--- config.mk ---
export PLATFORM = sky130hd
export DESIGN_NAME = pong_game_ctrl
export DESIGN_NICKNAME = d
export VERILOG_FILES = /design/src/rtl/pong_game_ctrl.sv
export SDC_FILE = /design/constraint.sdc
export NUM_CORES = 1
export LEC_CHECK = 0
export CAP_MARGIN = 30
export CORE_MARGIN = 3
export CORE_UTILIZATION = 24
export DETAILED_ROUTE_END_ITERATION = 10
export PLACE_DENSITY = 0.4
export SLEW_MARGIN = 20
export SYNTH_ARGS = -nofsm -noshare
export SYNTH_HDL_FRONTEND = slang
export SYNTH_SLANG_ARGS = --single-unit
--- constraint.sdc ---
create_clock -name i_pixel_clk -period 5.17 [get_ports i_pixel_clk]
set_clock_uncertainty 0.2 [all_clocks]
set_input_delay 1.2925 -clock i_pixel_clk [delete_from_list [all_inputs] [get_ports i_pixel_clk]]
set_output_delay 1.2925 -clock i_pixel_clk [all_outputs]
set_load 0.01 [all_outputs]
--- src/rtl/pong_game_ctrl.sv ---
// pong_game_ctrl: per-frame puck/paddle motion, collision, scoring and serve/play/over sequencing
module pong_game_ctrl #(
  parameter int GAME_WIDTH       = 1280,
  parameter int GAME_HEIGHT      = 720,
  parameter int PADDLE_WIDTH     = 16,
  parameter int PADDLE_HEIGHT    = 128,
  parameter int PUCK_WIDTH       = 128,
  parameter int PUCK_HEIGHT      = 128,
  parameter int PUCK_STEP_SLOW   = 2,
  parameter int PUCK_STEP_FAST   = 4,
  parameter int PADDLE_STEP_SLOW = 4,
  parameter int PADDLE_STEP_FAST = 8,
  parameter int SERVE_FRAMES     = 60
) (
  input  logic        i_pixel_clk,
  input  logic        i_rst_n,
  input  logic        i_nf,
  input  logic [1:0]  i_control,
  input  logic        i_puck_speed,
  input  logic        i_paddle_speed,
  input  logic        i_start,
  input  logic [1:0]  i_serve_seed,
  output logic [10:0] o_puck_x,
  output logic [9:0]  o_puck_y,
  output logic [9:0]  o_paddle_y,
  output logic        o_overlap,
  output logic        o_game_over,
  output logic [1:0]  o_state,
  output logic [7:0]  o_hits
);
  localparam int CW = $clog2(SERVE_FRAMES);
  localparam logic [11:0] X_MAX = 12'(GAME_WIDTH - PUCK_WIDTH);
  localparam logic [11:0] Y_MAX = 12'(GAME_HEIGHT - PUCK_HEIGHT);
  localparam logic [11:0] P_MAX = 12'(GAME_HEIGHT - PADDLE_HEIGHT);
  localparam logic [11:0] X_MIN = 12'(PADDLE_WIDTH);
  localparam logic [10:0] X_C = 11'((GAME_WIDTH - PUCK_WIDTH) / 2);
  localparam logic [9:0] Y_C = 10'((GAME_HEIGHT - PUCK_HEIGHT) / 2);
  localparam logic [9:0] P_C = 10'((GAME_HEIGHT - PADDLE_HEIGHT) / 2);
  typedef enum logic [1:0] {SERVE = 2'b00, PLAY = 2'b01, OVER = 2'b10} state_t;
  state_t state, nx_state;
  logic [10:0] puck_x, nx_x;
  logic [9:0] puck_y, nx_y, paddle_y, nx_pad;
  logic dir_x, dir_y, nx_dx, nx_dy;
  logic [CW-1:0] cnt, nx_cnt;
  logic [7:0] hits, nx_hits;
  logic [11:0] wx, wy, wp, ps, pd;
  logic v_ov;
  // Widened copies so step arithmetic and bound compares never wrap
  assign wx = {1'b0, puck_x};
  assign wy = {2'b0, puck_y};
  assign wp = {2'b0, paddle_y};
  assign ps = i_puck_speed ? 12'(PUCK_STEP_FAST) : 12'(PUCK_STEP_SLOW);
  assign pd = i_paddle_speed ? 12'(PADDLE_STEP_FAST) : 12'(PADDLE_STEP_SLOW);
  assign v_ov = (wy < wp + 12'(PADDLE_HEIGHT)) && (wp < wy + 12'(PUCK_HEIGHT));
  assign o_overlap = (wx < X_MIN) && v_ov;
  assign o_puck_x = puck_x;
  assign o_puck_y = puck_y;
  assign o_paddle_y = paddle_y;
  assign o_hits = hits;
  assign o_state = state;
  assign o_game_over = state == OVER;
  // Next-state logic: restart from OVER is immediate, everything else moves only on the frame strobe
  always_comb begin
    nx_state = state;
    nx_x = puck_x;
    nx_y = puck_y;
    nx_pad = paddle_y;
    nx_dx = dir_x;
    nx_dy = dir_y;
    nx_cnt = cnt;
    nx_hits = hits;
    if (state == OVER) begin
      if (i_start) begin
        nx_state = SERVE;
        nx_x = X_C;
        nx_y = Y_C;
        nx_dx = 1'b0;
        nx_dy = 1'b0;
        nx_cnt = '0;
        nx_hits = '0;
      end
    end else if (state != SERVE && state != PLAY) begin
      nx_state = SERVE;
    end else if (i_nf) begin
      if (i_control == 2'b10) nx_pad = wp > pd ? 10'(wp - pd) : 10'd0;
      if (i_control == 2'b01) nx_pad = wp + pd >= P_MAX ? P_MAX[9:0] : 10'(wp + pd);
      if (state == SERVE) begin
        nx_cnt = cnt == CW'(SERVE_FRAMES - 1) ? '0 : cnt + 1'b1;
        if (cnt == CW'(SERVE_FRAMES - 1)) begin
          nx_state = PLAY;
          nx_dx = i_serve_seed[0];
          nx_dy = i_serve_seed[1];
        end
      end else begin
        if (dir_x) begin
          nx_dx = wx + ps < X_MAX;
          nx_x = wx + ps >= X_MAX ? X_MAX[10:0] : 11'(wx + ps);
        end else if (wx > X_MIN + ps) begin
          nx_x = 11'(wx - ps);
        end else if (v_ov) begin
          nx_x = X_MIN[10:0];
          nx_dx = 1'b1;
          nx_hits = hits + {7'd0, hits != 8'hff};
        end else begin
          nx_x = '0;
          nx_state = OVER;
        end
        if (dir_y) begin
          nx_dy = wy + ps < Y_MAX;
          nx_y = wy + ps >= Y_MAX ? Y_MAX[9:0] : 10'(wy + ps);
        end else begin
          nx_dy = wy <= ps;
          nx_y = wy > ps ? 10'(wy - ps) : 10'd0;
        end
      end
    end
  end
  // State register with asynchronous reset to the centred serve position
  always_ff @(posedge i_pixel_clk or negedge i_rst_n) begin
    if (!i_rst_n) begin
      state <= SERVE;
      puck_x <= X_C;
      puck_y <= Y_C;
      paddle_y <= P_C;
      dir_x <= 1'b0;
      dir_y <= 1'b0;
      cnt <= '0;
      hits <= '0;
    end else begin
      state <= nx_state;
      puck_x <= nx_x;
      puck_y <= nx_y;
      paddle_y <= nx_pad;
      dir_x <= nx_dx;
      dir_y <= nx_dy;
      cnt <= nx_cnt;
      hits <= nx_hits;
    end
  end
endmodule

==> impl_metrics.ini <==
[run_status]
outcome = finished clean

[global_route]
grt-ovfl-total = 0
grt_pass1_vias = 4337
grt_max_degree = 46
grt_util_all_layers_pct = 14.4
grt_pass1_wl_mm = 23.3
grt_antenna_before_repair = 0

[timing]
setup_viol = 0
min_period_ns = 4.79
rsz0062_at_grt = false
setup_slack_ns = 0.378
min_period_over_period_pct = 92.7
finalHoldViolCount = 0
max_slew_margin_pct = 49.3
worstMarginPinSlew_ns = 0.752
hold-worst-slack_ns = 0.314
max_freq_ghz = 0.209
drv_slew = 0
fin_setup_tns_ns = 0

[floorplanning]
io_pins = 53
core_sq_mm = 0.0177
dieWidth_um = 142
dieArea_sq_mm = 0.0200
rows = 48
start_util_pct = 25.0
die_y_um = 142

[synthesis]
synth-seq-cells = 45
synthMuxAreaShare_pct = 1.87
avgSynthCellArea_sq_um = 7.96
yosysSeqAreaShare_pct = 25.8
synthArstFlopShare_pct = 100
ys_warn_count = 0
synth_enable_flop_cells = 0
syn-instance-count = 554
synth_ff_type = dfrtp_1
synth_top_family_by_area = compound AO/OA/AOI/OAI gates
synthDistinctLibCells = 67
synthXorXnorAreaFrac_pct = 1.79
synth-simple-area-share_pct = 24.0
synth_area_sq_mm = 0.00441
synth_compound_area_share_pct = 25.6
synthAdderAreaFrac_pct = 14.6

[worst_setup_path]
crit_type = reg2out
critPathRequiredTime_ns = 3.68
arrival_ns = 3.30
critical-path-top-delay-family = flip-flops
slowest_delay_ns = 0.68
startpoint_type = register
critPathBufInv = 1
crit_chain = ha_1 -> xnor2_1 -> ha_1 -> a21oi_1 -> nand2_1 -> o311a_1 -> nor4_1 -> clkdlybuf4s50_1
crit_top_cell = ha_1
critical-path-slowest-cell = dfstp_2
crit_fanout = 13
endpoint_kind = output port

[job]
cap_violations = 0

[clock_tree]
cts.sinks = 45
h-tree-depth = 2
root_buffer = clkbuf_16
hold_buffers = 0
cts_resized = 0
post_cts_buffers = 0
clk_pin_slew_ns = 0.07
cts_tree = done
clk_path_buf_depth = 2
clk_latency_ns = 0.30
cts_buffers = 5

[cells_and_area]
area.growth.synth_to_final_pct = 19.9
nets = 650
diodes = 0
final_area_sq_mm = 0.00529
drive_above_1_share_pct = 6.58

[power]
p_leak_nw = 2.17
ir_drop_mv = 0.216
powerDensity_mw_per_mm2 = 586

[placement]
place_hpwl_mm = 10.7
io_buffers = 48
post-place-ws_ns = 0.367
gp_congestion = 0.830
place_area_sq_mm = 0.00512

[routing]
drt_iter0_markers = 301
ant_nets = 0
routed_wirelength_mm = 14.3
vias = 4386
drtPass1Iterations = 5
drc = 0
avgViaCountPerCell = 5.36
wl_per_cell_um = 17.5

[hold_path]
min_path_type = reg2reg
==> placed cells by master, fill, tap and decap left out, types with 10 or more instances in the layout <==
cell type | synthesis | routed
a21oi_1 | 41 | 41
clkdlybuf4s50_1 | 0 | 47
nand3_1 | 29 | 29
dfrtp_1 | 37 | 37
nand4_1 | 12 | 12
inv_1 | 40 | 40
o21ai_0 | 33 | 33
a31oi_1 | 20 | 20
ha_1 | 42 | 42
nand2_1 | 49 | 49
nor2_1 | 38 | 38
and3_1 | 10 | 10
nor3_1 | 13 | 13
o211ai_1 | 10 | 10
==> registers in the layout, indices dropped and copies added (netlist names) <==
name,flops
o_paddle_y,8
o_puck_x,10
o_state,2
o_puck_y,9
dir_y,1
dir_x,1
cnt,6
o_hits,8
==> stage by stage <==
stage / power [mW] / std cells / utilization (%)
after floorplan: 1.98 / 557 / -
after global placement: 2.70 / 810 / 29.0
after detailed placement: 2.71 / 810 / 29.0
after CTS: 3.13 / 818 / 30.0
after global routing: 3.38 / 818 / 30.0
final: 3.10 / 818 / 30.0
==> final timing paths <==
path	slack, ns	endpoint	cells after the start	startpoint
worst max-delay path	0.38	o_overlap	8	o_puck_y[8]
worst min-delay path	0.31	cnt[1]	1	cnt[1]
worst max register to register	1.52	o_hits[5]	9	o_puck_y[8]
worst min register to register	0.31	cnt[1]	1	cnt[1]
max in group asynchronous	3.42	o_puck_y[7]	2	i_rst_n
min in group asynchronous	0.90	o_puck_x[8]	2	i_rst_n
==> cell families (layout without fill, tap and decap cells) <==
kind of cell | after synthesis | after routing
compound gates | 169 | 169
xor+xnor | 9 | 9
fa+ha+maj | 48 | 48
buf+inv | 69 | 105
flops | 45 | 45
mux | 8 | 8
other cells | 1 | 4
simple gates | 205 | 205
==> layout make-up <==
type	instances	area, sq um
clock inverter	1	30.0
clock buffer	7	143
timing repair buffer	56	536
sequential	45	1140
fill	1940	12400
tap	225	282
inverter	41	154
multi-input combinational	443	3010
==> synth_stat cells (all sizes together), types with 6 or more instances <==
master,number,area (sq um)
dfrtp,37,926
dfstp,8,210
nand2b,8,50.1
clkbuf,22,82.6
o211ai,11,96.3
nand2,49,184
a31oi,20,125
ha,42,526
nand4,12,75.1
a22oi,6,45.0
xnor2,9,78.8
o21ai,34,170
a21oi,41,205
or3,6,37.5
inv,40,150
nor4,6,52.6
nor3,13,65.1
nand3,29,145
o31ai,6,45.0
mux2i,6,60.1
a221oi,6,52.6
nor2b,6,37.5
fa,6,120
buf,6,40.0
nor2,38,143
and3,10,62.6
nand3b,7,52.6
==> power breakdown <==
part	switching [mW]	internal [mW]
clock	0.156	0.242
combinational	1.06	0.815
sequential	0.322	0.503
==> metal layers <==
layer / vias to the layer above / routed length [um] / GRT usage [%] / part of all wire, %
li1: 2118 / - / - / -
met1: 2096 / 6800 / 19.9 / 48
met2: 146 / 6490 / 23.0 / 45
met3: 26 / 680 / 2.60 / 4.8
met4: 0 / 312 / 4.49 / 2.2
met5: - / 0 / 0 / 0
==> worst register-to-register path: cells and delay by family, from the launching register on <==
kind	cells	cell delay, ns
AOI/OAI and AO/OA	3	0.77
adders and majority gates	2	0.51
xor gates and xnor gates	1	0.13
and+or+nand+nor	3	1.29
DFF	1	0.68
Note: power is estimated with default switching activity, not from simulation.
